<file path="config.mk">
export PLATFORM = sky130hd
export DESIGN_NAME = lcd_reader
export DESIGN_NICKNAME = d
export VERILOG_FILES = /design/src/rtl/lcd_pkg.sv /design/src/rtl/lcd_reader.sv
export SDC_FILE = /design/constraint.sdc
export NUM_CORES = 1
export LEC_CHECK = 0
export BUFFER_PORTS_ARGS = -buffer_cell sky130_fd_sc_hd__clkbuf_2
export CAP_MARGIN = 20
export CORE_ASPECT_RATIO = 1.25
export CORE_MARGIN = 2
export CORE_UTILIZATION = 42
export CTS_CLUSTER_SIZE = 12
export DETAILED_ROUTE_END_ITERATION = 10
export PLACE_DENSITY_LB_ADDON = 0.1
export SYNTH_ARGS = -nofsm -noshare
export SYNTH_HDL_FRONTEND = slang
export SYNTH_SLANG_ARGS = --single-unit
</file>
<file path="constraint.sdc">
create_clock -name clk -period 6.1 [get_ports clk]
set_clock_uncertainty 0.15 [all_clocks]
set_input_delay 0.61 -clock clk [delete_from_list [all_inputs] [get_ports clk]]
set_output_delay 0.61 -clock clk [all_outputs]
set_load 0.01 [all_outputs]
</file>
<file path="src/rtl/lcd_pkg.sv">
// lcd_pkg: state encoding and default HD44780 bus timing shared by the LCD
// read and write controllers. Optional feature macro: LCD_POLL_EN.
package lcd_pkg;

    // FSM state encoding (plain constants so older tools can consume them)
    localparam logic [2:0] ST_IDLE   = 3'd0;
    localparam logic [2:0] ST_SETUP  = 3'd1;
    localparam logic [2:0] ST_EPULSE = 3'd2;
    localparam logic [2:0] ST_HOLD   = 3'd3;
    localparam logic [2:0] ST_DONE   = 3'd4;
    localparam logic [2:0] ST_GAP    = 3'd5;

    // Default timing in 50 MHz clock cycles
    localparam int LCD_PW_SU    = 3;     // RS/RW setup before E rises (>40ns)
    localparam int LCD_PW_E     = 12;    // E high time (>230ns)
    localparam int LCD_PW_H     = 1;     // RS/RW hold after E falls (>10ns)
    localparam int LCD_POLL_GAP = 50;    // idle cycles between busy polls
    localparam int LCD_POLL_MAX = 4096;  // busy polls before giving up

    // Width of a down-counter able to hold the largest of the four delays
    function automatic int lcd_cnt_width(input int a, input int b, input int c, input int d);
        int m;
        m = a;
        if (b > m) m = b;
        if (c > m) m = c;
        if (d > m) m = d;
        return $clog2(m + 1);
    endfunction

endpackage

</file>
<file path="src/rtl/lcd_reader.sv">
// lcd_reader: read-cycle controller for an HD44780-style 8-bit LCD.
// Reads BF/address (RS=0) or a RAM byte (RS=1) and returns it to the host.
// Optional feature macro: LCD_POLL_EN (RS=0 starts become a busy-wait loop).
module lcd_reader
    import lcd_pkg::*;
#(
    parameter int PW_SU    = LCD_PW_SU,
    parameter int PW_E     = LCD_PW_E,
    parameter int PW_H     = LCD_PW_H,
    parameter int POLL_GAP = LCD_POLL_GAP
`ifdef LCD_POLL_EN
    ,
    parameter int POLL_MAX = LCD_POLL_MAX
`endif
) (
    input  logic       clk,
    input  logic       reset,
    input  logic       start,
    input  logic       RS,
    output logic [7:0] rd_data,
    output logic       busy_flag,
    output logic       done,
    output logic       active,
    output logic       timeout,
    output logic       LCD_RS,
    output logic       LCD_RW,
    output logic       LCD_E,
    input  logic [7:0] LCD_data_in
);

    localparam int CNT_W = lcd_cnt_width(PW_SU, PW_E, PW_H, POLL_GAP);

    logic [2:0]       r_state;
    logic [CNT_W-1:0] r_cnt;
    logic             r_rs_q;
    logic [7:0]       r_rd_data;
    logic             r_busy_flag;
    logic             r_done;
    logic             r_active;
    logic             r_lcd_e;
    logic             r_timeout;

    logic             w_cnt_zero;
    logic             w_poll_again;
    logic             w_poll_expire;

    assign w_cnt_zero = (r_cnt == '0);

`ifdef LCD_POLL_EN
    localparam int POLL_W = (POLL_MAX > 1) ? $clog2(POLL_MAX) : 1;

    logic [POLL_W-1:0] r_poll_cnt;
    logic              w_poll_busy;
    logic              w_poll_last;

    // A busy-wait only applies to BF reads that came back busy
    assign w_poll_busy   = (r_state == ST_DONE) && !r_rs_q && r_busy_flag;
    assign w_poll_last   = (r_poll_cnt == POLL_W'(POLL_MAX - 1));
    assign w_poll_again  = w_poll_busy && !w_poll_last;
    assign w_poll_expire = w_poll_busy && w_poll_last;
`else
    assign w_poll_again  = 1'b0;
    assign w_poll_expire = 1'b0;
`endif

    // Main FSM with a shared down-counter; counter only decrements when nonzero
    always_ff @(posedge clk or negedge reset) begin
        if (!reset) begin
            r_state     <= ST_IDLE;
            r_cnt       <= '0;
            r_rs_q      <= 1'b0;
            r_rd_data   <= 8'h00;
            r_busy_flag <= 1'b0;
            r_done      <= 1'b0;
            r_timeout   <= 1'b0;
`ifdef LCD_POLL_EN
            r_poll_cnt  <= '0;
`endif
        end else begin
            r_done <= 1'b0;
            case (r_state)
                ST_IDLE: begin
                    if (start) begin
                        r_rs_q    <= RS;
                        r_cnt     <= CNT_W'(PW_SU - 1);
                        r_state   <= ST_SETUP;
                        r_timeout <= 1'b0;
`ifdef LCD_POLL_EN
                        r_poll_cnt <= '0;
`endif
                    end
                end
                ST_SETUP: begin
                    if (w_cnt_zero) begin
                        r_cnt   <= CNT_W'(PW_E - 1);
                        r_state <= ST_EPULSE;
                    end else begin
                        r_cnt <= r_cnt - 1'b1;
                    end
                end
                ST_EPULSE: begin
                    if (w_cnt_zero) begin
                        // Sample at the end of the E pulse, when data has long settled
                        r_rd_data <= LCD_data_in;
                        if (!r_rs_q) begin
                            r_busy_flag <= LCD_data_in[7];
                        end
                        r_cnt   <= CNT_W'(PW_H - 1);
                        r_state <= ST_HOLD;
                    end else begin
                        r_cnt <= r_cnt - 1'b1;
                    end
                end
                ST_HOLD: begin
                    if (w_cnt_zero) begin
                        r_state <= ST_DONE;
                    end else begin
                        r_cnt <= r_cnt - 1'b1;
                    end
                end
                ST_DONE: begin
                    if (w_poll_again) begin
`ifdef LCD_POLL_EN
                        r_poll_cnt <= r_poll_cnt + 1'b1;
`endif
                        r_cnt   <= CNT_W'(POLL_GAP - 1);
                        r_state <= ST_GAP;
                    end else begin
                        r_done  <= 1'b1;
                        r_state <= ST_IDLE;
                        if (w_poll_expire) begin
                            r_timeout <= 1'b1;
                        end
                    end
                end
`ifdef LCD_POLL_EN
                ST_GAP: begin
                    if (w_cnt_zero) begin
                        r_cnt   <= CNT_W'(PW_SU - 1);
                        r_state <= ST_SETUP;
                    end else begin
                        r_cnt <= r_cnt - 1'b1;
                    end
                end
`endif
                default: begin
                    r_state <= ST_IDLE;
                end
            endcase
        end
    end

    // Bus strobes registered from the state so the pins are glitch-free
    always_ff @(posedge clk or negedge reset) begin
        if (!reset) begin
            r_active <= 1'b0;
            r_lcd_e  <= 1'b0;
        end else begin
            r_active <= (r_state == ST_SETUP) || (r_state == ST_EPULSE) || (r_state == ST_HOLD);
            r_lcd_e  <= (r_state == ST_EPULSE);
        end
    end

    assign rd_data   = r_rd_data;
    assign busy_flag = r_busy_flag;
    assign done      = r_done;
    assign active    = r_active;
    assign timeout   = r_timeout;
    assign LCD_RS    = r_rs_q;
    assign LCD_RW    = r_active;
    assign LCD_E     = r_lcd_e;

endmodule
</file>
======== After elaboration in Yosys (flattened, before gate mapping) ========
Cells that the tools add are included.
W data, S select, Z words.
operators by class
  add/sub/neg operators ................... 1
  multipliers ............................. 0
  div/mod/pow operators ................... 0
  magnitude comparators ................... 0
  eq/ne operators ......................... 9
  shift-type cells ........................ 0
  mux-type cells .......................... 11
  bitwise logic cells ..................... 1
  reductions and logical operators ........ 10
operator list
  cell                   number
  $mux W6                4
  $pmux W6 S4            1
  $mux W3                4
  $pmux W3 S4            1
  $ne A2 B2 Y1 const B   5
  $eq A3 B2 Y1 const B   2
  $logic_not A6 Y1       1
  $reduce_and A3 Y1      2
  $sub A6 B1 Y6 const B  1
  $reduce_and A2 Y1      2
  $reduce_and A4 Y1      1
  $reduce_bool A4 Y1     1
  $eq A3 B1 Y1 const B   1
  $eq A3 B3 Y1 const B   1
  $logic_not A3 Y1       1
  $logic_or A1 B1 Y1     2
  $mux W1                1
  $not A1 Y1             1
word-level totals
  register bits ........................... 22
  bits in latches ......................... 0
  RAM bits ................................ 0
  memory bits (read-only) ................. 0
  logic and storage cells ................. 40
  memories ................................ 0

======== Depth between registers and ports, before layout ========
  word-level depth ........................ 3
  gate-level depth with buffers ........... 7
  depth with buffers taken out ............ 6

======== Least setup slack after synthesis ========
Ideal clock, no wire load.
  path kind ............................... register -> register
  from .................................... register r_cnt[0]
  to ...................................... register r_busy_flag, in the netlist busy_flag
  library setup time ...................... 125 ps
  arrival ................................. 2001 ps
  path slack .............................. 3824 ps
  cell stages (with the launch flop) ...... 8
  path buffers ............................ 1
  cells stage by stage .................... dfrtp_1 -> inv_1 -> ha_1 -> or4b_1 -> buf_2 -> nor4_4 -> nand2b_2 -> mux2_4
on the way
  word-level cells in the longest chain between the ends .. 2
ends and longest elaborated chain
  item                                line               source
  start, declared                     lcd_reader.sv:34   logic [CNT_W-1:0] r_cnt;
  start signal, assigned              lcd_reader.sv:85   r_cnt <= CNT_W'(PW_SU - 1);
  start signal, assigned              lcd_reader.sv:95   r_cnt <= CNT_W'(PW_E - 1);
  start signal, assigned              lcd_reader.sv:98   r_cnt <= r_cnt - 1'b1;
  $logic_not A6 Y1                    lcd_reader.sv:47   assign w_cnt_zero = (r_cnt == '0);
  $reduce_and A3 Y1 (no source line)  --
  end signal, assigned                lcd_reader.sv:106  r_busy_flag <= LCD_data_in[7];
  end, declared                       lcd_reader.sv:37   logic r_busy_flag;
No other way between the ends.
A chain may end at the register's enable or synchronous reset.

======== Worst setup path after layout ========
Same ends and word-level chain as after synthesis.

==> flow_summary_export.csv <==
group,metric,value,unit
status,outcome,"finished clean",
global_route,track_usage,0.161,
cells_and_area,drive_gt1_frac,0.345,
critical_path,timing.rr.start,"r_cnt[0]$_DFFE_PN0P_",
logic_synthesis,netlist.area_leader.share,0.509,
route,wl_per_cell,13.7,um
critical_path,path_delay_family,"simple AND/OR/NAND/NOR gates",
pwr,p_int,0.317,mW
critical_path,cp-end-kind,"register",
cells_and_area,syn2layout_area_growth,14.2,%
timing,finalCriticalPeriod,2510,ps
critical_path,critPathMaxStageDelay,600,ps
placed_design,gp_congestion,0.927,
floorplan,die_h,60.7,um
placed_design,dp.final_hpwl,1.54,mm
route,ant_nets,0,
global_route,grt_pass1_vias,834,
logic_synthesis,yosysTopAreaCell,"dfrtp_1",
logic_synthesis,yosys_warnings,0,
timing,setup_ws,3590,ps
floorplan,start_util,0.445,
critical_path,slowest_stage,"or4b_1",
logic_synthesis,synth_top_flop_cell,"dfrtp_1",
clock_tree,cts_root_buf,"clkbuf_4",
critical_path,cp_cell_sequence,"inv_1, ha_1, or4b_1, nor4_4, nand2b_2, mux2_4",
timing,final_max_slew_viol_count,0,
logic_synthesis,synth.mux.area_fraction,0.117,
clock_tree,cts.sinks,22,
cells_and_area,design_area,1230,um2
clock_tree,clk_latency,300,ps
cells_and_area,layout_commonest_cell,"clkbuf_2",
global_route,overflow,0,
floorplan,io-pin-count,27,
logic_synthesis,syn_nets,111,
logic_synthesis,synthAdderAreaFrac,0.0116,
logic_synthesis,yosys.area_share.simple,0.179,
cells_and_area,fill_cells,232,
logic_synthesis,synth_compound_area_frac,0.122,
timing,finalSetupViolCount,0,
critical_path,startpoint,"r_cnt[0]$_DFFE_PN0P_",
critical_path,crit_buf_inv,1,
placed_design,dp_slack,3570,ps
route,firstDrtPassIters,4,
pwr,clkPwrFrac,0.121,
cells_and_area,layout_common_cells,"clkbuf_2 (25), dfrtp_1 (22), mux2_2 (9), nor3_1 (8), nor2_1 (7)",
clock_tree,clockBufferDepth,2,
logic_synthesis,synth.area.top_cells,"dfrtp_1 (51%), mux2_2 (9.4%), nor3_1 (3.7%), o21ai_0 (2.8%), nor2_1 (2.4%)",
pwr,seq_power_share,0.476,
pwr,pwr_density_cell,422,nW/um2
logic_synthesis,ys_seq_area_frac,0.509,
timing,period_share,0.411,
clock_tree,cts-resized-gates,0,
pwr,p_leak,0.578,nW
critical_path,cp_data_arrival_time,2550,ps
timing,clock.fmax,399,MHz
critical_path,critPathMaxFanout,9,
pwr,p_sw,0.204,mW
logic_synthesis,synth_xor_area_frac,0.00810,
route,drt_iter0_drc,25,
logic_synthesis,ys_types,37,
min_path,hp-class,"in2async",
pwr,p_comb_frac,0.403,
critical_path,timing.rr.end,"busy_flag$_DFFE_PN0P_",
route,vias,836,
cells_and_area,num_antenna_cells,0,
critical_path,critical_path_class,"reg2reg",
clock_tree,cts_hold_buf,0,
clock_tree,tritoncts,"done",
critical_path,startpoint_type,"register",
pwr,peakVddDrop,0.000220,V
cells_and_area,final_nets,134,
logic_synthesis,ys_async_sr_fraction,1.00,
logic_synthesis,syn-cell-area,1080,um2
timing,rsz0062_at_grt,"false",
clock_tree,cts_setup_buffers,0,
route,drcViolationCount,0,
timing,hold_violations,0,
placed_design,io_buffer_count,25,
run,cap_violations,0,
clock_tree,cts_buffers,3,
logic_synthesis,synth-edff-count,0,
floorplan,dieArea,3000,um2
global_route,antenna_found_initial,0,
floorplan,fp.dieW,49.4,um
timing,setup_tns,0,ps
floorplan,num_rows,20,
logic_synthesis,synth_top_family_by_area,"simple AND/OR/NAND/NOR gates",
timing,max_slew_margin,0.527,
critical_path,ff2ff_path_depth,6,
route,viasPerCell,5.50,
placed_design,post_dp_cell_area,1210,um2
floorplan,core_area,2430,um2
timing,tightestPinTransition,700,ps
critical_path,r2r_slack,3590,ps
clock_tree,clkSlewWorstSetupHoldPaths,110,ps
logic_synthesis,postSynthCellCount,98,
logic_synthesis,synth.avg_cell_area,11.0,um2
logic_synthesis,ys_ff_latch,22,
critical_path,crit_required,6140,ps
global_route,grt_pass1_wl,3.67,mm
route,wl,2.08,mm
pwr,sw_frac_of_total,0.391,
global_route,grt_max_degree,23,
clock_tree,htree_levels,1,
-- worst max path at each step --
stage / cells after the start / endpoint
floorplan: 7 / busy_flag$_DFFE_PN0P_
global placement: 6 / busy_flag$_DFFE_PN0P_
detailed placement: 6 / busy_flag$_DFFE_PN0P_
CTS: 6 / busy_flag$_DFFE_PN0P_
global route: 6 / busy_flag$_DFFE_PN0P_
finish: 6 / busy_flag$_DFFE_PN0P_
-- cell usage after synthesis, types with 2 or more instances --
| library cell | count |
|---|---|
| nor2_1 | 7 |
| mux2_2 | 9 |
| nor4_1 | 3 |
| nor4b_1 | 2 |
| clkbuf_1 | 4 |
| dfrtp_1 | 22 |
| nor3_1 | 8 |
| inv_1 | 5 |
| nand2b_1 | 2 |
| a21oi_1 | 3 |
| buf_4 | 2 |
| o21ai_0 | 6 |
-- state kept, by name, indices dropped and copies added (netlist names) --
name,cells
rd_data,8
r_cnt,6
r_state,3
LCD_E,1
LCD_RS,1
LCD_RW,1
busy_flag,1
done,1
-- cell families after synthesis --
kind of cell / after synthesis
other: 1
DFF: 22
and+or+nand+nor: 31
xor gates and xnor gates: 1
AOI/OAI and AO/OA: 19
buffers and inverters: 12
muxes: 11
adders and majority gates: 1
-- area by class of cell --
cell class / count / area [um2] / share of cell area
clock buffers: 3 / 22.5 / 0.0182
repair buffers: 25 / 125 / 0.101
flip-flops and latches: 22 / 551 / 0.446
multi-input cells: 64 / 477 / 0.386
inverters: 5 / 18.8 / 0.0152
well taps: 33 / 41.3 / 0.0334
-- stage by stage --
| step | power [mW] | utilization | hold WS (ps) | cells |
|---|---|---|---|---|
| finish | 0.521 | 0.509 | 112 | 152 |
| global route | 0.571 | 0.509 | 149 | 152 |
| CTS | 0.526 | 0.509 | 131 | 152 |
| detailed placement | 0.460 | 0.499 | 346 | 149 |
| global placement | 0.458 | 0.499 | 338 | 149 |
| floorplan | 0.402 | - | 164 | 98 |
-- layer usage --
layer | global-route usage | vias up | wire length (um)
li1 | - | 399 | -
met1 | 0.203 | 400 | 890
met2 | 0.261 | 33 | 1020
met3 | 0.0271 | 4 | 137
met4 | 0.107 | 0 | 28
met5 | 0 | - | 0
-- power groups by stage --
stage                     logic (mW)  clock network [mW]  registers [mW]
after detailed placement       0.209                   0           0.251
after CTS                      0.211              0.0679           0.248
after floorplan                0.169                   0           0.232
after global routing           0.238              0.0745           0.258
final                          0.210              0.0632           0.248
after global placement         0.208                   0           0.249
No activity file was read; power rests on OpenSTA's default activity.
